--- src/rtl/sipo_pkg.sv ---
// Shared types and constants for the serial-in/parallel-out deserializer.
package sipo_pkg;

   typedef enum logic {
      EMPTY = 1'b0,
      FULL  = 1'b1
   } hold_state_t;

   localparam int DEFAULT_WIDTH = 4;

endpackage

--- src/rtl/sipo_shreg.sv ---
// Shift register and bit counter; flags the edge that completes a word and
// presents that word combinationally so the holder can load on the same edge.
module sipo_shreg
   import sipo_pkg::*;
#(
   parameter int WIDTH     = DEFAULT_WIDTH,
   parameter bit MSB_FIRST = 1'b1,
   parameter int CW        = $clog2(WIDTH)
) (
   input  logic             clk,
   input  logic             rst,
   input  logic             shift_en,
   input  logic             serial_in,
   input  logic             frame_clr,
   output logic [CW-1:0]    bit_cnt,
   output logic             done,
   output logic [WIDTH-1:0] word
);

   logic [WIDTH-1:0] shift_reg;
   logic [WIDTH-1:0] shift_next;
   logic [CW-1:0]    cnt_reg;

   // MSB-first enters at bit 0 and moves up; LSB-first enters at the top and moves down.
   genvar gi;
   generate
      for (gi = 0; gi < WIDTH; gi++) begin : g_shift
         if (MSB_FIRST) begin : g_msb
            if (gi == 0) begin : g_in
               assign shift_next[gi] = serial_in;
            end else begin : g_mv
               assign shift_next[gi] = shift_reg[gi-1];
            end
         end else begin : g_lsb
            if (gi == WIDTH-1) begin : g_in
               assign shift_next[gi] = serial_in;
            end else begin : g_mv
               assign shift_next[gi] = shift_reg[gi+1];
            end
         end
      end
   endgenerate

   assign done    = shift_en && !frame_clr && (cnt_reg == CW'(WIDTH-1));
   assign word    = shift_next;
   assign bit_cnt = cnt_reg;

   always_ff @(posedge clk) begin
      if (rst || frame_clr) begin
         shift_reg <= '0;
         cnt_reg   <= '0;
      end else if (shift_en) begin
         shift_reg <= shift_next;
         cnt_reg   <= done ? '0 : cnt_reg + CW'(1);
      end
   end

endmodule

--- src/rtl/sipo_deser.sv ---
// Deserializer top: one-word holding register with valid/ready handshake and
// a sticky overrun flag for words completed while the holder is still full.
module sipo_deser
   import sipo_pkg::*;
#(
   parameter int WIDTH     = DEFAULT_WIDTH,
   parameter bit MSB_FIRST = 1'b1
) (
   input  logic                     clk,
   input  logic                     rst,
   input  logic                     shift_en,
   input  logic                     serial_in,
   input  logic                     frame_clr,
   output logic [WIDTH-1:0]         parallel_out,
   output logic                     out_valid,
   input  logic                     out_ready,
   output logic [$clog2(WIDTH)-1:0] bit_cnt,
   output logic                     overrun,
   input  logic                     ovr_clr
);

   localparam int CW = $clog2(WIDTH);

   logic             done;
   logic [WIDTH-1:0] word;

   hold_state_t      state_reg, state_next;
   logic [WIDTH-1:0] hold_reg, hold_next;
   logic             overrun_reg, overrun_next;
   logic             valid_reg;
   logic             accept;

   sipo_shreg #(
      .WIDTH     (WIDTH),
      .MSB_FIRST (MSB_FIRST),
      .CW        (CW)
   ) u_shreg (
      .clk       (clk),
      .rst       (rst),
      .shift_en  (shift_en),
      .serial_in (serial_in),
      .frame_clr (frame_clr),
      .bit_cnt   (bit_cnt),
      .done      (done),
      .word      (word)
   );

   assign accept = (state_reg == FULL) && out_ready;

   always_comb begin
      state_next   = state_reg;
      hold_next    = hold_reg;
      overrun_next = overrun_reg;
      if (ovr_clr) begin
         overrun_next = 1'b0;
      end
      unique case (state_reg)
         EMPTY: begin
            if (done) begin
               state_next = FULL;
               hold_next  = word;
            end
         end
         FULL: begin
            if (done && accept) begin
               hold_next = word;
            end else if (done) begin
               // Old word is kept; dropping the new one beats a pending clear.
               overrun_next = 1'b1;
            end else if (accept) begin
               state_next = EMPTY;
            end
         end
         default: state_next = EMPTY;
      endcase
   end

   always_ff @(posedge clk) begin
      if (rst) begin
         state_reg   <= EMPTY;
         hold_reg    <= '0;
         overrun_reg <= 1'b0;
         valid_reg   <= 1'b0;
      end else begin
         state_reg   <= state_next;
         hold_reg    <= hold_next;
         overrun_reg <= overrun_next;
         valid_reg   <= (state_next == FULL);
      end
   end

   assign parallel_out = hold_reg;
   assign out_valid    = valid_reg;
   assign overrun      = overrun_reg;

endmodule

--- config.mk ---
export PLATFORM = sky130hd
export DESIGN_NAME = sipo_deser
export DESIGN_NICKNAME = d
export VERILOG_FILES = /design/src/rtl/sipo_pkg.sv /design/src/rtl/sipo_shreg.sv /design/src/rtl/sipo_deser.sv
export SDC_FILE = /design/constraint.sdc
export NUM_CORES = 1
export LEC_CHECK = 0
export BUFFER_PORTS_ARGS = -buffer_cell sky130_fd_sc_hd__buf_2
export CAP_MARGIN = 40
export CORE_AREA = 2 2 39 41
export CTS_CLUSTER_SIZE = 20
export DETAILED_ROUTE_END_ITERATION = 6
export DIE_AREA = 0 0 41 43
export GPL_TIMING_DRIVEN = 0
export PLACE_DENSITY = 0.59
export SLEW_MARGIN = 25
export SYNTH_ARGS = -nofsm -noshare
export SYNTH_HDL_FRONTEND = slang
export SYNTH_HIERARCHICAL = 1
export SYNTH_SLANG_ARGS = --single-unit
export TNS_END_PERCENT = 20
--- constraint.sdc ---
create_clock -name clk -period 2.45 [get_ports clk]
set_input_delay 0.1225 -clock clk [delete_from_list [all_inputs] [get_ports clk]]
set_output_delay 0.1225 -clock clk [all_outputs]
set_load 0.03 [all_outputs]
Word level (Yosys, flattened, before mapping)
Index checks and enable logic that the tools add are counted.

Bits in registers: 11. Input bits: 7. Output and inout bits: 8. Word-level logic and storage cells: 30.

$add $sub $neg: 1. Equal/unequal tests: 3. Multiplexer cells: 13. Bitwise gates (word level): 1. Reduce and logical (&&, ||, !) cells: 7.

Operators with widths (count): $mux 1 (8); $mux 4 (2); $pmux 4 s2 (1); $logic_and 1x1->1 (4); $add 2x1->2 const B (1); $eq 2x2->1 const B (1); $mux 2 (1); $ne 2x1->1 const B (1); $ne 2x2->1 const B (1); $pmux 1 s2 (1); $reduce_and 2->1 (1); $logic_not 1->1 (1); $logic_or 1x1->1 (1); $not 1->1 (1).

Longest topological paths before layout
Gate-level depths: netlist of the first run.

Depth after elaboration: 6. Gate-level depth with buffers: 5. Mapped depth without buffers: 4.

Cells and area by module
The synthesis of the first run kept the hierarchy.

By module, submodules not included: sipo_deser (times used 1, cells each 27, area each 270.3 um^2, seq. area each 120.1 um^2); sipo_shreg (times used 1, cells each 20, area each 227.7 um^2, seq. area each 100.1 um^2).

Worst setup path before layout of the first run
No wires, ideal clock.

Path type: register to register. Start: register u_shreg.cnt_reg[0] (netlist: u_shreg/bit_cnt[0]). End: register hold_reg[0] (netlist: parallel_out[0]). Library setup time: 0.072 ns. Data arrival time: 1.309 ns. Data required time: 2.378 ns. Slack: 1.070 ns. Stages on the path, launching flop included: 6. Buffers on the path: 1. Period minus slack after synthesis: 1.380 ns. Cells stage by stage: dfxtp_1 -> ha_1 -> and3b_1 -> nor2b_2 -> buf_6 -> mux2i_1.

Word-level cells in the longest chain between the ends: 5. Elaborated cells between the ends (all ways): 6. Classes of those cells: 3 x eq/ne; 3 x reduce/logical.

RTL lines: start: declaration (RTL line sipo_shreg.sv:22) `logic [CW-1:0] cnt_reg;`; start signal: assignment (RTL line sipo_shreg.sv:54) `cnt_reg <= done ? '0 : cnt_reg + CW'(1);`; $eq 2x2->1 (*) (RTL line sipo_shreg.sv:44) `assign done = shift_en && !frame_clr && (cnt_reg == CW'(WIDTH-1));`; $logic_and 1x1->1 (*) (RTL line sipo_shreg.sv:44); net done (RTL line sipo_deser.sv:24) `logic done;`; $logic_and 1x1->1 (RTL line sipo_deser.sv:65) `if (done && accept) begin`; $ne 2x1->1 (no line); $reduce_and 2->1 (no line) (*); end signal: assignment (RTL line sipo_deser.sv:86) `hold_reg <= hold_next;`; end: declaration (RTL line sipo_deser.sv:28) `logic [WIDTH-1:0] hold_reg, hold_next;`.

The timed path passes the listed nets; every way through them passes the cells marked *. A chain may end at the register's enable or synchronous reset.

Worst setup path in the final report of the first run
Start: register u_shreg.cnt_reg[0] (netlist: u_shreg/bit_cnt[0]). End: register hold_reg[3] (netlist: parallel_out[3]).

The elaborated chain is that of the path after synthesis.

==> metrics.csv, run 1 <==
stage,metric,value,unit
route,DRC Markers,0,
finish,Layout Area Growth over Synthesis,22.4,%
power,Sw Share,0.225,
cts,CTS tree,done,
placed_design,Final GP Congestion,0.685,
critical_path,"delay-heaviest family, CP",flip-flops,
critical_path,Worst setup SP type,flop,
sta,FMAX,795,MHz
power,internal power,0.000256,W
synthesis,Simple-Gate Fraction of Synth Area,0.269,
critical_path,Max stage delay on crit path,0.37,ns
cts,clock root cell,clkbuf_4,
finish,fillers,133,
cts,"Clk Latency, worst-skew pair",0.26,ns
sta,RSZ-0062 raised after global routing,no,
status,outcome,completed,
power,power per standard cell area,543,nW/um^2
sta,Final min period,1.26,ns
power,Flop pwr share,0.550,
cts,CTS Buf Count,3,
finish,most frequent cells in the layout,"13 x buf_2, 11 x dfxtp_1, 9 x nand2b_1, 8 x mux2i_1, 4 x nor3_1",
critical_path,CP max stage cell,dfxtp_1,
die,Die Width,41,microns
min_path,min-delay src,rst,
cts,Clock Path Buffers,2,
grt,Total GRT Usage,0.116,
finish,share of cells above drive strength 1,0.344,
sta,WHS,0.0976,ns
sta,Final Max Tran Viols,0,
route,post-route ant nets,0,
die,DIE HEIGHT,43,microns
route,DRT Pass-1 Iters,4,
finish,"commonest non-fill, non-tap cell in the layout",buf_2,
power,peak supply drop,0.249,mV
cts,# H-tree levels,1,
synthesis,post-synthesis sequential area ratio,0.442,
route,Wirelength per Cell,9.99,microns
finish,Final Net Count,73,
finish,multi-input logic area,244,sq um
synthesis,post-synthesis cell type count,16,
cts,# hold bufs at CTS,0,
power,NetSw,0.0000745,W
finish,Reg area,220,sq um
die,die footprint,1760,sq um
finish,diodes inserted,0,
synthesis,Syn Std Cell Area,498,sq um
cts,clk sinks,11,
sta,Setup TNS,0,ns
critical_path,Worst R2R Start,u_shreg/bit_cnt[0],
min_path,Hold Crit Class,in -> reg,
placed_design,"worst slack, placed",1.21,ns
synthesis,Post-Syn Nets,55,
critical_path,Critical Path End Type,flop,
sta,Final Worst Setup Slack,1.19,ns
synthesis,Yosys reg bits,11,
synthesis,post-synthesis mux area share,0.161,
power,Comb power frac,0.079,
critical_path,CP Cell Sequence,"ha_1, and3b_1, nor2b_2, buf_6, mux2i_1",
synthesis,main combinational cell family by area after synthesis,simple AND/OR/NAND/NOR gates,
die,Initial Utilization,0.360,
critical_path,worst path bufs/invs,1,
sta,endpoints failing hold,0,
sta,Final Cycle Share,0.514,
cts,"Clk pin slew, worst setup/hold paths",0.07,ns
sta,Rel. slew slack,0.776,
synthesis,Synth Instances,47,
die,# IOs,15,
critical_path,critical path type,reg -> reg,
synthesis,yosys warns,6,
die,Row Count,14,
die,Core Footprint,1380,sq um
critical_path,CP max FO,4,
route,vias post-DR,362,
power,Clk pwr share,0.372,
sta,Final Setup Violations,0,
synthesis,Synth Area in Compound Gates,0.0352,
grt,largest net degree at the start of global routing,11,
critical_path,Worst EP required,2.64,ns
cts,PostCTS Resize Cnt,0,
placed_design,port bufs,13,
synthesis,adder-cell share of the synthesized area,0.0251,
placed_design,DP HPWL,573,microns
grt,initial antenna violation count,0,
run,max-cap viol count,0,
critical_path,Crit path arrival time,1.45,ns
synthesis,Synth Area in XOR/XNOR,0,
route,DR vias/cell,4.53,
grt,vias in the first global route,300,
route,drt initial violations,6,
grt,global route overflow,0,
sta,Final Skew,0.00350,ns
grt,first-pass GRT wire length,1.33,mm
synthesis,synthesized area per cell,10.6,sq um
finish,max FFs per register,4,
route,Routed WL,799,microns
critical_path,worst setup path startpoint,u_shreg/bit_cnt[0],
cts,postcts setup bufs,0,
power,Leak,0.268,nW
sta,Worst Tran Pin Value,0.336,ns
## final timing paths
| check | to | slack, ns | cells past startpoint |
|---|---|---|---|
| min reg2reg | parallel_out[3] | 0.47 | 2 |
| max | parallel_out[3] | 1.19 | 5 |
| max reg2reg | parallel_out[3] | 1.19 | 5 |
| min | u_shreg/bit_cnt[0] | 0.1 | 2 |
## layer usage
metal / vias to the layer above / track usage / part of all wire
li1: 193 / - / -
met1: 161 / 0.165 / 0.49
met2: 6 / 0.134 / 0.45
met3: 2 / 0.0314 / 0.049
met4: 0 / 0.100 / 0.015
met5: - / 0 / 0
## power groups by stage
stage	sequential, W	combinational [W]	clock, W
final	0.000182	0.0000261	0.000123
after global routing	0.000182	0.0000283	0.000139
after CTS	0.000182	0.0000263	0.000130
after detailed placement	0.000186	0.0000263	0
after global placement	0.000186	0.0000260	0
after floorplan	0.000188	0.0000141	0
## per-stage QoR
step / std cells / util / total power [W] / area [sq um]
after floorplan: 47 / - / 0.000202 / 498
after global placement: 76 / 0.421 / 0.000212 / 583
after detailed placement: 76 / 0.421 / 0.000212 / 583
after CTS: 80 / 0.440 / 0.000338 / 609
after global routing: 80 / 0.440 / 0.000349 / 609
final: 80 / 0.440 / 0.000331 / 609
## cell families after synthesis
group,Yosys count
AOI/OAI and AO/OA,2
adders and majority gates,1
and+or+nand+nor,21
DFF,11
buffers and inverters,4
muxes,8
## synth_stat cells (all sizes together)
| cell | n | area share |
|---|---|---|
| dfxtp | 11 | 0.44 |
| nand2b | 9 | 0.11 |
| mux2i | 8 | 0.16 |
| nor3 | 4 | 0.040 |
| buf | 3 | 0.060 |
| nor2 | 3 | 0.023 |
| nor2b | 3 | 0.058 |
| a211oi | 1 | 0.025 |
| a21oi | 1 | 0.010 |
| and3b | 1 | 0.018 |
| clkbuf | 1 | 0.0075 |
| ha | 1 | 0.025 |
| or3b | 1 | 0.018 |
## cell type report
type,count,area share
sequential,11,0.361
clock buffer,4,0.0431
multi-input combinational,32,0.400
buffer,4,0.0554
timing repair buffer,13,0.107
tap,16,0.0329
Note: power is estimated with default switching activity, not from simulation.
==> inputs of run 2 (changes only) <==
PLACE_DENSITY = 0.61   (was 0.59)
clock period = 1.1 ns   (was 2.45 ns; I/O delays follow)
==> run 2 against run 1 <==
Compared with the run above: the flow now finishes with violations (setup timing); global-route usage up 0.058 points; non-clock buffer count grew 3; register-to-register slack got worse by 1.2 ns; critical path type unchanged; critical endpoint unchanged; largest power group unchanged.
==> metrics.csv, run 2 (same netlist as run 1, synthesis figures left out) <==
stage,metric,value,unit
finish,"commonest non-fill, non-tap cell in the layout",buf_2,
grt,Global Route met1 Usage,0.151,
route,vias post-DR,389,
cts,"Clk Latency, worst-skew pair",0.27,ns
power,internal power,0.000571,W
status,failing checks,setup timing,
sta,Final Cycle Share,1.05,
die,Core Footprint,1380,sq um
grt,Total GRT Usage,0.116,
critical_path,CP max FO,4,
finish,most frequent cells in the layout,"13 x buf_2, 9 x nand2b_1, 9 x dfxtp_1, 8 x mux2i_1",
die,DIE HEIGHT,43,microns
sta,Final Max Tran Viols,0,
sta,Worst Tran Pin Value,0.319,ns
die,Row Count,14,
critical_path,Worst EP required,1.26,ns
critical_path,Crit path arrival time,1.32,ns
finish,share of cells above drive strength 1,0.463,
sta,Final Worst Setup Slack,-0.0565,ns
die,# IOs,15,
finish,Layout Area Growth over Synthesis,33.4,%
route,Wirelength per Cell,10.4,microns
critical_path,R2R Setup Slk,-0.06,ns
sta,FMAX,865,MHz
power,power per standard cell area,1120,nW/um^2
sta,RSZ-0062 raised after global routing,yes,
die,die footprint,1760,sq um
die,Die Width,41,microns
critical_path,Worst setup SP type,flop,
grt,met2 Use GR,0.159,
placed_design,Final GP Congestion,0.669,
cts,clock root cell,clkbuf_4,
cts,Clock Path Buffers,2,
cts,clk sinks,11,
placed_design,"worst slack, placed",-0.101,ns
route,DRC Markers,0,
sta,Rel. slew slack,0.787,
power,Flop pwr share,0.540,
run,max-cap viol count,0,
grt,global route overflow,0,
route,Routed WL,864,microns
cts,CTS Buf Count,3,
sta,endpoints failing hold,0,
route,post-route ant nets,0,
grt,first-pass GRT wire length,1.37,mm
route,DRT Pass-1 Iters,4,
min_path,Hold Path Sink,u_shreg/bit_cnt[0],
cts,"Clk pin slew, worst setup/hold paths",0.08,ns
sta,Final Setup Violations,5,
power,NetSw,0.000173,W
power,total power,0.000744,W
critical_path,critical path type,reg -> reg,
min_path,Min-Delay Path Depth,2,
critical_path,Worst R2R Start,u_shreg/bit_cnt[0],
finish,Final Net Count,76,
grt,busiest grt layer,met2,
grt,initial antenna violation count,0,
critical_path,FF-to-FF End,parallel_out[3],
cts,# H-tree levels,1,
power,Clk pwr share,0.376,
critical_path,Critical Path End Type,flop,
critical_path,Reg2Reg Depth,5,
route,drt initial violations,2,
power,Comb power frac,0.084,
grt,GR Util met3,0.0314,
min_path,Hold Crit Class,in -> reg,
power,peak supply drop,0.392,mV
finish,max FFs per register,4,
min_path,min-delay src,rst,
grt,vias in the first global route,361,
cts,CTS tree,done,
sta,Final Skew,0.00424,ns
die,Initial Utilization,0.360,
placed_design,DP HPWL,635,microns
sta,Final min period,1.16,ns
grt,largest net degree at the start of global routing,11,
finish,diodes inserted,0,
cts,# hold bufs at CTS,0,
status,outcome,"complete, but fails checks",
route,DR vias/cell,4.69,
power,Sw Share,0.233,
placed_design,port bufs,13,
power,Leak,0.284,nW
-- run 2: layout make-up --
cell class / count / area, sq um
fill: 139 / 719
sequential: 11 / 228
multi-input combinational: 32 / 269
buffer: 4 / 33.8
timing repair buffer: 16 / 87.6
tap: 16 / 20.0
clock buffer: 4 / 26.3
-- run 2: routing by layer --
layer / share of wire / wire length (microns)
met1: 0.48 / 418
met2: 0.46 / 398
met3: 0.042 / 36
met4: 0.010 / 9
met5: 0 / 0
-- run 2: worst max-delay path by stage --
stage | startpoint | endpoint | cells after the start | slack (ns)
final | u_shreg/bit_cnt[0] | parallel_out[3] | 5 | -0.06
after global routing | u_shreg/bit_cnt[1] | parallel_out[3] | 5 | -0.13
after global placement | u_shreg/bit_cnt[0] | parallel_out[1] | 5 | -0.07
after floorplan | u_shreg/bit_cnt[1] | parallel_out[0] | 5 | -0.08
after CTS | u_shreg/bit_cnt[1] | parallel_out[3] | 5 | -0.11
after detailed placement | u_shreg/bit_cnt[0] | parallel_out[3] | 5 | -0.10
-- run 2: power by group through the flow --
stage                     logic (W)  registers (W)  clock network [W]
after floorplan           0.0000319       0.000416                  0
after global placement    0.0000588       0.000412                  0
after detailed placement  0.0000589       0.000412                  0
after CTS                 0.0000629       0.000402           0.000291
after global routing      0.0000679       0.000402           0.000305
final                     0.0000621       0.000402           0.000280
-- run 2: timing repair --
item,in CTS,in global routing
setup buffers,2,1
pin swaps,0,1
setup endpoints to repair,5,5
resized for setup,0,3
-- run 2: through the flow --
step | TNS (ns) | hold WS, ns | cell area, sq um | std cells | utilization
5_1_grt | -0.593 | 0.0235 | 664 | 83 | 0.480
6_report | -0.223 | 0.0192 | 664 | 83 | 0.480
3_5_place_dp | -0.323 | 0.301 | 608 | 76 | 0.439
4_1_cts | -0.387 | 0.0146 | 649 | 82 | 0.469
3_3_place_gp | -0.239 | 0.299 | 608 | 76 | 0.439
2_1_floorplan | -0.354 | 0.110 | 523 | 47 | -
-- run 2: critical path, cell delays in order, from the launching register on --
cell	delay, ns
dfxtp_4	0.36
ha_4	0.15
and3b_2	0.19
nor2b_4	0.12
buf_6	0.13
mux2i_1	0.11
